### src/rtl/nn_pkg.sv
// Shared types and helpers for the network sequencer: FSM state encoding,
// default data width and a $clog2 variant that never returns zero.
package nn_pkg;

  localparam int NN_DATA_W = 8;

  typedef enum logic [1:0] {
    ST_IDLE = 2'd0,
    ST_LOAD = 2'd1,
    ST_RUN  = 2'd2,
    ST_DONE = 2'd3
  } nn_state_e;

  // Address/index widths must be at least one bit even for a depth of one.
  function automatic int clog2_min1(input int n);
    return (n <= 2) ? 1 : $clog2(n);
  endfunction

endpackage

### src/rtl/nn_channel_ram.sv
// Private input-channel RAM: one write port, one registered read port.
// A read and a write to the same address in one cycle returns the old word.
module nn_channel_ram
  import nn_pkg::*;
#(
  parameter int DATA_W = NN_DATA_W,
  parameter int DEPTH  = 2,
  parameter int ADDR_W = clog2_min1(DEPTH)
) (
  input  logic              clk_i,
  input  logic              rst_i,
  input  logic              we_i,
  input  logic [ADDR_W-1:0] waddr_i,
  input  logic [DATA_W-1:0] wdata_i,
  input  logic [ADDR_W-1:0] raddr_i,
  output logic [DATA_W-1:0] rdata_o
);

  logic [DATA_W-1:0] mem_q [DEPTH];
  logic [DATA_W-1:0] rd_word;

  // Contents survive reset so a reset never destroys a loaded vector's storage.
  always_ff @(posedge clk_i) begin
    if (we_i) begin
      mem_q[waddr_i] <= wdata_i;
    end
  end

  if (DEPTH == (1 << ADDR_W)) begin : g_full
    assign rd_word = mem_q[raddr_i];
  end else begin : g_partial
    assign rd_word = (int'(raddr_i) < DEPTH) ? mem_q[raddr_i] : '0;
  end

  always_ff @(posedge clk_i) begin
    if (rst_i) begin
      rdata_o <= '0;
    end else begin
      rdata_o <= rd_word;
    end
  end

endmodule

### src/rtl/nn_network_sequencer.sv
// Top-level sequencer: loads N_INPUTS values into the channel RAM, then walks
// N_LAYERS layers through one-hot req/ack pairs and reports network completion.
module nn_network_sequencer
  import nn_pkg::*;
#(
  parameter int  DATA_W   = NN_DATA_W,
  parameter int  N_INPUTS = 2,
  parameter int  N_LAYERS = 2,
  localparam int ADDR_W   = clog2_min1(N_INPUTS)
) (
  input  logic                     clk,
  input  logic                     rst,
  input  logic                     fill,
  input  logic                     req,
  output logic                     ack_network,
  output logic                     loaded,
  input  logic                     in_valid,
  output logic                     in_ready,
  input  logic signed [DATA_W-1:0] in_data,
  output logic [N_LAYERS-1:0]      layer_req,
  input  logic [N_LAYERS-1:0]      layer_ack,
  input  logic [ADDR_W-1:0]        rd_addr,
  output logic signed [DATA_W-1:0] rd_data,
  output nn_state_e                dbg_state
);

  localparam int                LIDX_W     = clog2_min1(N_LAYERS);
  localparam logic [ADDR_W-1:0] LAST_ADDR  = ADDR_W'(N_INPUTS - 1);
  localparam logic [LIDX_W-1:0] LAST_LAYER = LIDX_W'(N_LAYERS - 1);

  nn_state_e           state_q, state_d;
  logic [ADDR_W-1:0]   wr_addr_q, wr_addr_d;
  logic [LIDX_W-1:0]   layer_idx_q, layer_idx_d;
  logic                loaded_q, loaded_d;
  logic                ack_q, ack_d;
  logic [N_LAYERS-1:0] layer_req_q, layer_req_d;
  logic [N_LAYERS-1:0] idx_onehot;
  logic                wr_en;

  // Input stream: a beat transfers on a cycle where in_valid && in_ready;
  // in_ready is high exactly while in LOAD and never depends on in_valid.
  assign in_ready = (state_q == ST_LOAD);
  assign wr_en    = in_ready && in_valid;

  always_comb begin
    idx_onehot              = '0;
    idx_onehot[layer_idx_q] = 1'b1;
  end

  always_comb begin
    state_d     = state_q;
    wr_addr_d   = wr_addr_q;
    layer_idx_d = layer_idx_q;
    loaded_d    = loaded_q;
    ack_d       = ack_q;
    layer_req_d = layer_req_q;
    case (state_q)
      ST_IDLE: begin
        if (fill) begin
          state_d   = ST_LOAD;
          wr_addr_d = '0;
          loaded_d  = 1'b0;
        end else if (req && loaded_q) begin
          state_d     = ST_RUN;
          layer_idx_d = '0;
          layer_req_d = N_LAYERS'(1);
        end
      end
      ST_LOAD: begin
        if (in_valid) begin
          if (wr_addr_q == LAST_ADDR) begin
            loaded_d = 1'b1;
            state_d  = ST_IDLE;
          end else begin
            wr_addr_d = wr_addr_q + ADDR_W'(1);
          end
        end
      end
      ST_RUN: begin
        // An all-zero request register marks the dead cycle between layers.
        if (layer_req_q == '0) begin
          layer_req_d = idx_onehot;
        end else if (layer_ack[layer_idx_q]) begin
          layer_req_d = '0;
          if (layer_idx_q == LAST_LAYER) begin
            state_d = ST_DONE;
            ack_d   = 1'b1;
          end else begin
            layer_idx_d = layer_idx_q + LIDX_W'(1);
          end
        end
      end
      ST_DONE: begin
        if (!req) begin
          ack_d   = 1'b0;
          state_d = ST_IDLE;
        end
      end
      default: state_d = ST_IDLE;
    endcase
  end

  always_ff @(posedge clk) begin
    if (rst) begin
      state_q     <= ST_IDLE;
      wr_addr_q   <= '0;
      layer_idx_q <= '0;
      loaded_q    <= 1'b0;
      ack_q       <= 1'b0;
      layer_req_q <= '0;
    end else begin
      state_q     <= state_d;
      wr_addr_q   <= wr_addr_d;
      layer_idx_q <= layer_idx_d;
      loaded_q    <= loaded_d;
      ack_q       <= ack_d;
      layer_req_q <= layer_req_d;
    end
  end

  assign ack_network = ack_q;
  assign loaded      = loaded_q;
  assign layer_req   = layer_req_q;
  assign dbg_state   = state_q;

  nn_channel_ram #(
    .DATA_W (DATA_W),
    .DEPTH  (N_INPUTS),
    .ADDR_W (ADDR_W)
  ) u_ram (
    .clk_i   (clk),
    .rst_i   (rst),
    .we_i    (wr_en),
    .waddr_i (wr_addr_q),
    .wdata_i (in_data),
    .raddr_i (rd_addr),
    .rdata_o (rd_data)
  );

endmodule
### config.mk
export PLATFORM = sky130hd
export DESIGN_NAME = nn_network_sequencer
export DESIGN_NICKNAME = d
export VERILOG_FILES = /design/src/rtl/nn_pkg.sv /design/src/rtl/nn_channel_ram.sv /design/src/rtl/nn_network_sequencer.sv
export SDC_FILE = /design/constraint.sdc
export NUM_CORES = 1
export LEC_CHECK = 0
export BUFFER_PORTS_ARGS = -buffer_cell sky130_fd_sc_hd__buf_4
export CAP_MARGIN = 20
export CELL_PAD_IN_SITES_DETAIL_PLACEMENT = 1
export CELL_PAD_IN_SITES_GLOBAL_PLACEMENT = 1
export CORE_MARGIN = 3
export CORE_UTILIZATION = 39
export CTS_CLUSTER_DIAMETER = 40
export DETAILED_ROUTE_END_ITERATION = 8
export HOLD_SLACK_MARGIN = 0.06
export PLACE_DENSITY_LB_ADDON = 0.1
export SYNTH_ARGS = -nofsm -noshare
export SYNTH_HDL_FRONTEND = slang
export SYNTH_SLANG_ARGS = --single-unit
### constraint.sdc
create_clock -name clk -period 1.6 [get_ports clk]
set_input_delay 0.24 -clock clk [delete_from_list [all_inputs] [get_ports clk]]
set_output_delay 0.24 -clock clk [all_outputs]
set_load 0.005 [all_outputs]
# --- Word level (Yosys, flattened, before mapping) ---
# Memories as Yosys holds them, arrays and structs flattened. A register that Yosys moved wholly into a read port is not among the register bits.
# Cells that the tools add are included.
word_totals:
  ram_bits: 16
  output_inout_bits: 15
  n_memories: 1
  elab_cells: 77
  in_bits: 16
  regBits: 8
mem_list:
  columns: ["name", "depth", "width", "rd", "rd_ports_with_merged_regs", "wr", "line_no", "text"]
  rows:
  - ["u_ram.mem_q", 2, 8, 1, 1, 1, "nn_channel_ram.sv:19", "logic [DATA_W-1:0] mem_q [DEPTH];"]
op_classes:
  n_reduce_logical: 14
  n_eq_ne: 14
  n_mux: 38
  addsub: 2
  magnitude_cmp: 2
ops:
  columns: ["cell", "count"]
  rows:
  - ["two-way mux 2 bit", 12]
  - ["two-way mux 1 bit", 19]
  - ["!= test 2 bit, second input constant", 8]
  - ["AND reduction 5 bit", 2]
  - ["one-hot mux 1 bit (2 select lines)", 4]
  - ["one-hot mux 2 bit (4 select lines)", 1]
  - ["AND reduction 4 bit", 2]
  - ["AND reduction 7 bit", 1]
  - ["!= test 3 bit, second input constant", 2]
  - ["nonzero test 2 bit", 3]
  - ["equality test 2 bit, second input constant", 2]
  - ["zero test 2 bit", 2]
  - ["one-hot mux 2 bit (2 select lines)", 1]
  - ["logical AND 1 bit", 3]
  - ["AND reduction 3 bit", 1]
  - ["adder 1 bit, second input constant", 2]
  - ["equality test 2 x 1 -> 1 bit, second input constant", 1]
  - ["< comparator 1 x 2 -> 1 bit, second input constant", 1]
  - ["!= test 2 x 1 -> 1 bit, second input constant", 1]
  - ["demux 1 bit (select 1 bit)", 1]
  - ["greater-or-equal comparator 1 bit, second input constant", 1]

# --- Logic depth before layout (Yosys ltp) ---
# Gate-level depths: netlist (run 1).
logic_depth:
  depth_word: 6
  ltp_mapped: 4
  depth_no_buf: 3

# --- Cells and area by module ---
# Synthesis (run 1) repeated with hierarchy kept, for this count alone.
hier_totals:
  hier_cells: 96
  area_unflattened_um2: 1206.2
modules_own_cells:
  columns: ["mod", "cells_each", "n_inst", "area_each_um2", "seq_area_each_um2"]
  rows:
  - ["nn_channel_ram", 44, 1, 778.2, 640.6]
  - ["nn_network_sequencer", 52, 1, 427.9, 160.2]

# --- Least setup slack after synthesis (run 1) ---
# No wires, ideal clock.
synth_path:
  kind: "reg2reg"
  from: "reg state_q[1], in the netlist dbg_state[1]"
  to: "mem u_ram.mem_q[0][0] (netlist name) (enable)"
  path_stages_with_launch: 4
  path_slack_ps: 204
  arrival_time_ps: 1026
  path_cell_list: "dfxtp_1 and2b_1 nand2_1 nor2_1"
synth_via:
  elab_chain_len: 4
synth_rtl:
  columns: ["element", "line_no", "text"]
  rows:
  - ["start, declared", "nn_network_sequencer.sv:31", "nn_state_e state_q, state_d;"]
  - ["start signal, assigned", "nn_network_sequencer.sv:112", "state_q <= state_d;"]
  - ["equality test 2 x 1 -> 1 bit", "nn_network_sequencer.sv:42", "assign in_ready = (state_q == ST_LOAD);"]
  - ["logical AND 1 bit", "nn_network_sequencer.sv:43", "assign wr_en = in_ready && in_valid;"]
  - ["two-way mux 1 bit", "nn_channel_ram.sv:24", "if (we_i) begin"]
  - ["two-way mux 1 bit (not written as such)", "nn_channel_ram.sv:25", "mem_q[waddr_i] <= wdata_i;"]
  - ["end, declared", "nn_channel_ram.sv:19", null]
# No other way between the ends.

# --- Worst setup path after layout (run 1) ---
layout_path:
  from: "reg state_q[0], in the netlist dbg_state[0]"
  to: "out in_ready"
layout_via:
  elab_chain_len: 1
layout_rtl:
  columns: ["element", "line_no", "text"]
  rows:
  - ["equality test 2 x 1 -> 1 bit", "nn_network_sequencer.sv:42", null]
  - ["end, declared", "nn_network_sequencer.sv:18", "output logic in_ready,"]
# No other way between the ends.

==> results of run 1 <==
==> how the worst max path moves through the flow <==
| stage | from | slack (ns) | to | cells past startpoint |
|---|---|---|---|---|
| final | dbg_state[0] | 0.18 | in_ready | 3 |
| after global routing | dbg_state[0] | 0.08 | in_ready | 3 |
| after CTS | dbg_state[0] | 0.14 | in_ready | 3 |
| after detailed placement | dbg_state[1] | 0.24 | u_ram.mem_q[1][6] | 2 |
| after global placement | dbg_state[1] | 0.31 | u_ram.mem_q[1][6] | 2 |
| after floorplan | dbg_state[1] | 0.20 | u_ram.mem_q[0][0] | 3 |
==> power groups by stage <==
stage	Combinational (mW)	Sequential [mW]	Clock, mW
after CTS	0.113	0.897	0.621
after global routing	0.125	0.899	0.668
after detailed placement	0.112	0.916	0
final	0.113	0.896	0.607
after floorplan	0.0423	0.914	0
after global placement	0.109	0.913	0
==> Yosys cell counts (all sizes together) (2+ instances only) <==
| master | number | area, sq um |
|---|---|---|
| a21oi | 4 | 20.0 |
| buf | 2 | 10.0 |
| dfxtp | 16 | 320 |
| edfxtp | 16 | 480 |
| inv | 5 | 18.8 |
| mux2i | 11 | 110 |
| nand2 | 3 | 11.3 |
| nor2 | 11 | 41.3 |
| o21ai | 5 | 25.0 |
| or3 | 2 | 12.5 |
==> sequential cells by signal, indices dropped and copies added, names as in the netlist <==
| signal | cells |
|---|---|
| dbg_state | 2 |
| u_ram.mem_q | 16 |
| loaded | 1 |
| u_ram.rdata_o | 8 |
| wr_addr_q | 1 |
| ack_network | 1 |
| layer_req | 2 |
| layer_idx_q | 1 |
==> cells in the final DEF, fill, tap and decap left out, types with 2 or more instances in the layout <==
cell type / netlist / final
or3_1: 2 / 2
a21oi_1: 4 / 4
clkbuf_4: 0 / 5
edfxtp_1: 16 / 16
inv_1: 5 / 5
dfxtp_1: 16 / 16
nor2_1: 11 / 11
nand2_1: 3 / 3
o21ai_0: 5 / 5
mux2i_1: 11 / 11
buf_4: 0 / 33
==> stage by stage <==
step / utilization, % / instance area [sq um]
after floorplan: - / 1170
final: 54.5 / 1530
after CTS: 54.1 / 1520
after detailed placement: 51.3 / 1440
after global routing: 54.5 / 1530
after global placement: 51.3 / 1440
==> layout make-up <==
cell class	count	area, sq um	share of cell area (%)
Clock buffer	5	37.5	2.45
Multi-Input combinational cell	50	333	21.8
Timing Repair Buffer	34	258	16.9
Sequential cell	32	801	52.4
Inverter	5	18.8	1.23
Tap cell	31	38.8	2.54
Clock inverter	3	42.5	2.78
==> logic make-up after synthesis <==
| family | count (synthesis) | synth area share, % |
|---|---|---|
| flip-flops | 32 | 68.7 |
| AND/OR/NAND/NOR | 23 | 9.76 |
| AO/OA/AOI/OAI | 16 | 9.34 |
| multiplexers | 11 | 9.44 |
| buffers and inverters | 8 | 2.79 |
==> timing repair <==
item                                    4_1_cts  5_1_grt
endpoints found under the setup margin        0        0
hold buffers                                  0        1
hold endpoints to repair                      0        2
setup buffers                                 0        0
==> worst reg2reg max path: cells and delay by family (launching register included) <==
kind          cells  cell delay, ns
simple gates      2            0.69
flops             1            0.32
==> routing by layer <==
layer	vias up	part of all wire [%]	GRT usage (%)
li1	401	-	-
met1	387	42	15.6
met2	20	51	23.5
met3	6	5.4	6.17
met4	0	1.6	5.57
met5	-	0	0
==> impl_metrics.json, run 1 <==
{
  "worst_pin_slew_ns": 0.434,
  "worst_hold_slack_ns": 0.0914,
  "cts_buffers": 5,
  "gp_congestion": 0.749,
  "synth_seq_cells": 32,
  "overflow": 0,
  "reg2reg_to": "u_ram.mem_q[1][5]",
  "pwr-share-clk_pct": 37.5,
  "root_buffer": "clkbuf_4",
  "holdPathStages": 1,
  "p_leak_nw": 0.652,
  "synthArstFlopShare_pct": 0,
  "wire_per_inst_um": 14.9,
  "finalCriticalPeriod_ns": 1.42,
  "place_hpwl_um": 1710,
  "cap_violations": 0,
  "p_int_mw": 1.27,
  "fin_crit_sh_pct": 88.8,
  "grt_pass1_vias": 780,
  "routed_via_density": 5.09,
  "min_path_type": "in -> reg",
  "setup_violations": 0,
  "cts_max_level": 2,
  "synth-seq-area-share_pct": 68.7,
  "drtAntennaViolNets": 0,
  "grt_max_degree": 15,
  "cts_tree": "built",
  "crit_chain": "inv_1 > nor2_1 > buf_4",
  "seq_power_share_pct": 55.5,
  "dieHeight_um": 60.7,
  "worstPathMaxFanout": 9,
  "drive_above_1_share_pct": 32.6,
  "area_growth_pct": 31.1,
  "antenna_found_initial": 0,
  "nets": 144,
  "outcome": "complete, no violations",
  "dr.pass1.iters": 3,
  "clock_latency_ns": 0.33,
  "fin_cells": 160,
  "ir_drop_mv": 0.528,
  "hold_path_end": "u_ram.mem_q[1][2]",
  "p_total_mw": 1.62,
  "start_kind": "flip-flop",
  "die_area_sq_um": 3680,
  "fin_tns_setup_ns": 0,
  "combPwrFrac_pct": 7.0,
  "syn_nets": 106,
  "clkSinkCount": 32,
  "critPathMaxStageDelay_ns": 0.49,
  "setup_ws_ns": 0.179,
  "antenna_cells": 0,
  "wl_um": 2380,
  "ys_types": 25,
  "postSynthCellCount": 90,
  "numPortBuffers": 30,
  "synth.avg_cell_area_sq_um": 13.0,
  "cts_resized": 0,
  "dp_cells": 151,
  "std_cell_rows": 19,
  "dieWidth_um": 60.7,
  "slew_viol_final": 0,
  "place_ws_ns": 0.239,
  "worstRegToRegCells": 2,
  "arrival_ns": 1.18,
  "critical_path.top_delay_family": "flip-flops",
  "worstHoldStart": "in_data[2]",
  "grt_pass1_wl_um": 3570,
  "crit_slowest_cell": "dfxtp_1",
  "r2r-start": "dbg_state[1]",
  "relSlewSlack_pct": 71.0,
  "synthFlopType": "edfxtp_1",
  "grt_setup_unrepaired": "false",
  "netlist_area_sq_um": 1170,
  "vias": 814,
  "critPathBufInv": 2,
  "drt_iter0_markers": 18,
  "clk_pin_slew_worst_paths_ns": 0.10,
  "swShare_pct": 21.3,
  "cts_buffer_depth": 2,
  "ios": 31,
  "initial_core_util_pct": 41.6,
  "p_per_area_nw_per_um2": 1060,
  "rrSetupSlack_ns": 0.25,
  "power_switching_uw": 344,
  "crit_type": "reg -> out",
  "drc_errors": 0,
  "cp_data_required_time_ns": 1.36,
  "finClkSkew_ns": 0.00560,
  "grt_usage_pct": 14.0,
  "hold_violations": 0,
  "max_freq_ghz": 0.704,
  "critPathCaptureType": "primary output",
  "yosysWarnings": 0,
  "design.core.area_sq_um": 2810,
  "fillers": 302,
  "synth-edff-count": 16
}
No activity file was read; power rests on OpenSTA's default activity.
==> inputs of run 2 (changes only) <==
--- a/config.mk
+++ b/config.mk
@@ -13,7 +13,7 @@
 export CORE_UTILIZATION = 39
 export CTS_CLUSTER_DIAMETER = 40
 export DETAILED_ROUTE_END_ITERATION = 8
-export HOLD_SLACK_MARGIN = 0.06
+export HOLD_SLACK_MARGIN = 0.1
 export PLACE_DENSITY_LB_ADDON = 0.1
 export SYNTH_ARGS = -nofsm -noshare
 export SYNTH_HDL_FRONTEND = slang
==> run 2 against run 1 <==
Hold slack improved by 0.11 ns. Critical endpoint unchanged. Critical path type unchanged. Critical path depth is the same. Global-route usage is 0.49 points higher. Power up 0.79%. Setup slack barely moved. First-iteration DRC count down 5.6%. Clock power hardly changed. Core utilization rose by 2.5 points. Cell count increased by 4.4%. Design area is 4.6% higher. Sequential power is essentially flat. Largest power group unchanged. Register-to-register slack barely moved.
==> impl_metrics.json, run 2 (synthesis gave the netlist of run 1 again) <==
{
  "p_per_area_nw_per_um2": 1020,
  "drc_errors": 0,
  "critPathMaxStageDelay_ns": 0.49,
  "largest_register_ffs": 16,
  "dr.pass1.iters": 3,
  "antenna_cells": 0,
  "root_buffer": "clkbuf_4",
  "worst_pin_slew_ns": 0.431,
  "rrSetupSlack_ns": 0.25,
  "arrival_ns": 1.18,
  "numPortBuffers": 30,
  "overflow": 0,
  "hold_violations": 0,
  "outcome": "complete, no violations",
  "ir_drop_mv": 0.539,
  "critPathBufInv": 2,
  "drt_iter0_markers": 17,
  "wire_per_inst_um": 14.7,
  "cts_setup_buffers": 0,
  "fin_crit_sh_pct": 88.8,
  "vias": 844,
  "cap_violations": 0,
  "holdPathStages": 2,
  "crit_slowest_cell": "dfxtp_1",
  "cts_max_level": 2,
  "fin_tns_setup_ns": 0,
  "finalCriticalPeriod_ns": 1.42,
  "cts_buffers": 5,
  "drtAntennaViolNets": 0,
  "worstRegToRegCells": 2,
  "design.core.area_sq_um": 2810,
  "grt_usage_pct": 14.5,
  "place_hpwl_um": 1710,
  "final_common_cell": "buf_4",
  "area_growth_pct": 37.1,
  "cts_tree": "built",
  "p_leak_nw": 0.681,
  "top_regs": "u_ram.mem_q x16, u_ram.rdata_o x8",
  "finClkSkew_ns": 0.00431,
  "clk_pin_slew_worst_paths_ns": 0.10,
  "worstPathMaxFanout": 9,
  "relSlewSlack_pct": 71.3,
  "routed_via_density": 5.05,
  "setup_violations": 0,
  "grt_pass1_vias": 827,
  "dieHeight_um": 60.7,
  "largest-register": "u_ram.mem_q",
  "dieWidth_um": 60.7,
  "reg2reg_to": "u_ram.mem_q[1][5]",
  "layout_common_cells": "33 x buf_4, 16 x dfxtp_1, 16 x edfxtp_1, 11 x nor2_1, 11 x mux2i_1",
  "critPathCaptureType": "primary output",
  "die_area_sq_um": 3680,
  "cp_data_required_time_ns": 1.36,
  "min_path_type": "in -> reg",
  "grt_max_degree": 15,
  "start_kind": "flip-flop",
  "max_freq_ghz": 0.704,
  "critical_path.top_delay_family": "flip-flops",
  "r2r-start": "dbg_state[1]",
  "clkSinkCount": 32,
  "gp_congestion": 0.749,
  "hold_path_end": "wr_addr_q",
  "std_cell_rows": 19,
  "grt_setup_unrepaired": "false",
  "crit_type": "reg -> out",
  "antenna_found_initial": 0,
  "wl_um": 2450,
  "cts_buffer_depth": 2,
  "slew_viol_final": 0,
  "post-route-util_pct": 57.0,
  "grt_pass1_wl_um": 3730,
  "crit_chain": "inv_1 > nor2_1 > buf_4",
  "drive_above_1_share_pct": 30.9,
  "nets": 151,
  "worstHoldStart": "rst",
  "ios": 31,
  "initial_core_util_pct": 41.6,
  "clock_latency_ns": 0.32
}
==> run 2: what timing repair did <==
action                    CTS  global route
hold endpoints to repair   16             0
resized for setup           0             0
hold buffers                8             0
==> run 2: metrics by stage <==
step	setup WS [ns]	power (mW)	hold WS (ns)	instances	cell area, sq um
floorplan	0.204	0.956	0.309	90	1170
global placement	0.308	1.02	0.427	151	1440
detailed placement	0.239	1.03	0.428	151	1440
CTS	0.137	1.65	0.196	167	1600
global route	0.0843	1.71	0.193	167	1600
finish	0.179	1.63	0.198	167	1600
==> run 2: final cells by class <==
class / instances / area [sq um]
fill: 294 / 1210
clock inverter: 3 / 42.5
tap: 31 / 38.8
timing repair buffer: 41 / 328
multi-input combinational: 50 / 333
inverter: 5 / 18.8
sequential: 32 / 801
clock buffer: 5 / 37.5
==> run 2: worst max path at each step <==
stage | startpoint | to | slack (ns) | cells after the start
after floorplan | dbg_state[1] | u_ram.mem_q[0][0] | 0.20 | 3
after global placement | dbg_state[1] | u_ram.mem_q[1][6] | 0.31 | 2
after detailed placement | dbg_state[1] | u_ram.mem_q[1][6] | 0.24 | 2
after CTS | dbg_state[0] | in_ready | 0.14 | 3
after global routing | dbg_state[0] | in_ready | 0.08 | 3
final | dbg_state[0] | in_ready | 0.18 | 3
==> run 2: worst reg2reg max path, delay by kind of cell (launching register included) <==
family / cells / cell delay (ns)
and+or+nand+nor: 2 / 0.68
DFF: 1 / 0.32
==> run 2: power breakdown <==
part / switching [mW] / internal (mW) / leakage, nW / total, mW
logic: 0.0539 / 0.0731 / 0.363 / 0.127
registers: 0.0120 / 0.885 / 0.277 / 0.896
clock network: 0.280 / 0.326 / 0.0412 / 0.605
total: 0.346 / 1.28 / 0.681 / 1.63
==> run 2: metal layers <==
| layer | track usage [%] | part of all wire (%) | vias up |
|---|---|---|---|
| li1 | - | - | 415 |
| met1 | 16.3 | 42 | 405 |
| met2 | 24.6 | 52 | 18 |
| met3 | 5.96 | 4.3 | 6 |
| met4 | 5.57 | 1.6 | 0 |
| met5 | 0 | 0 | - |
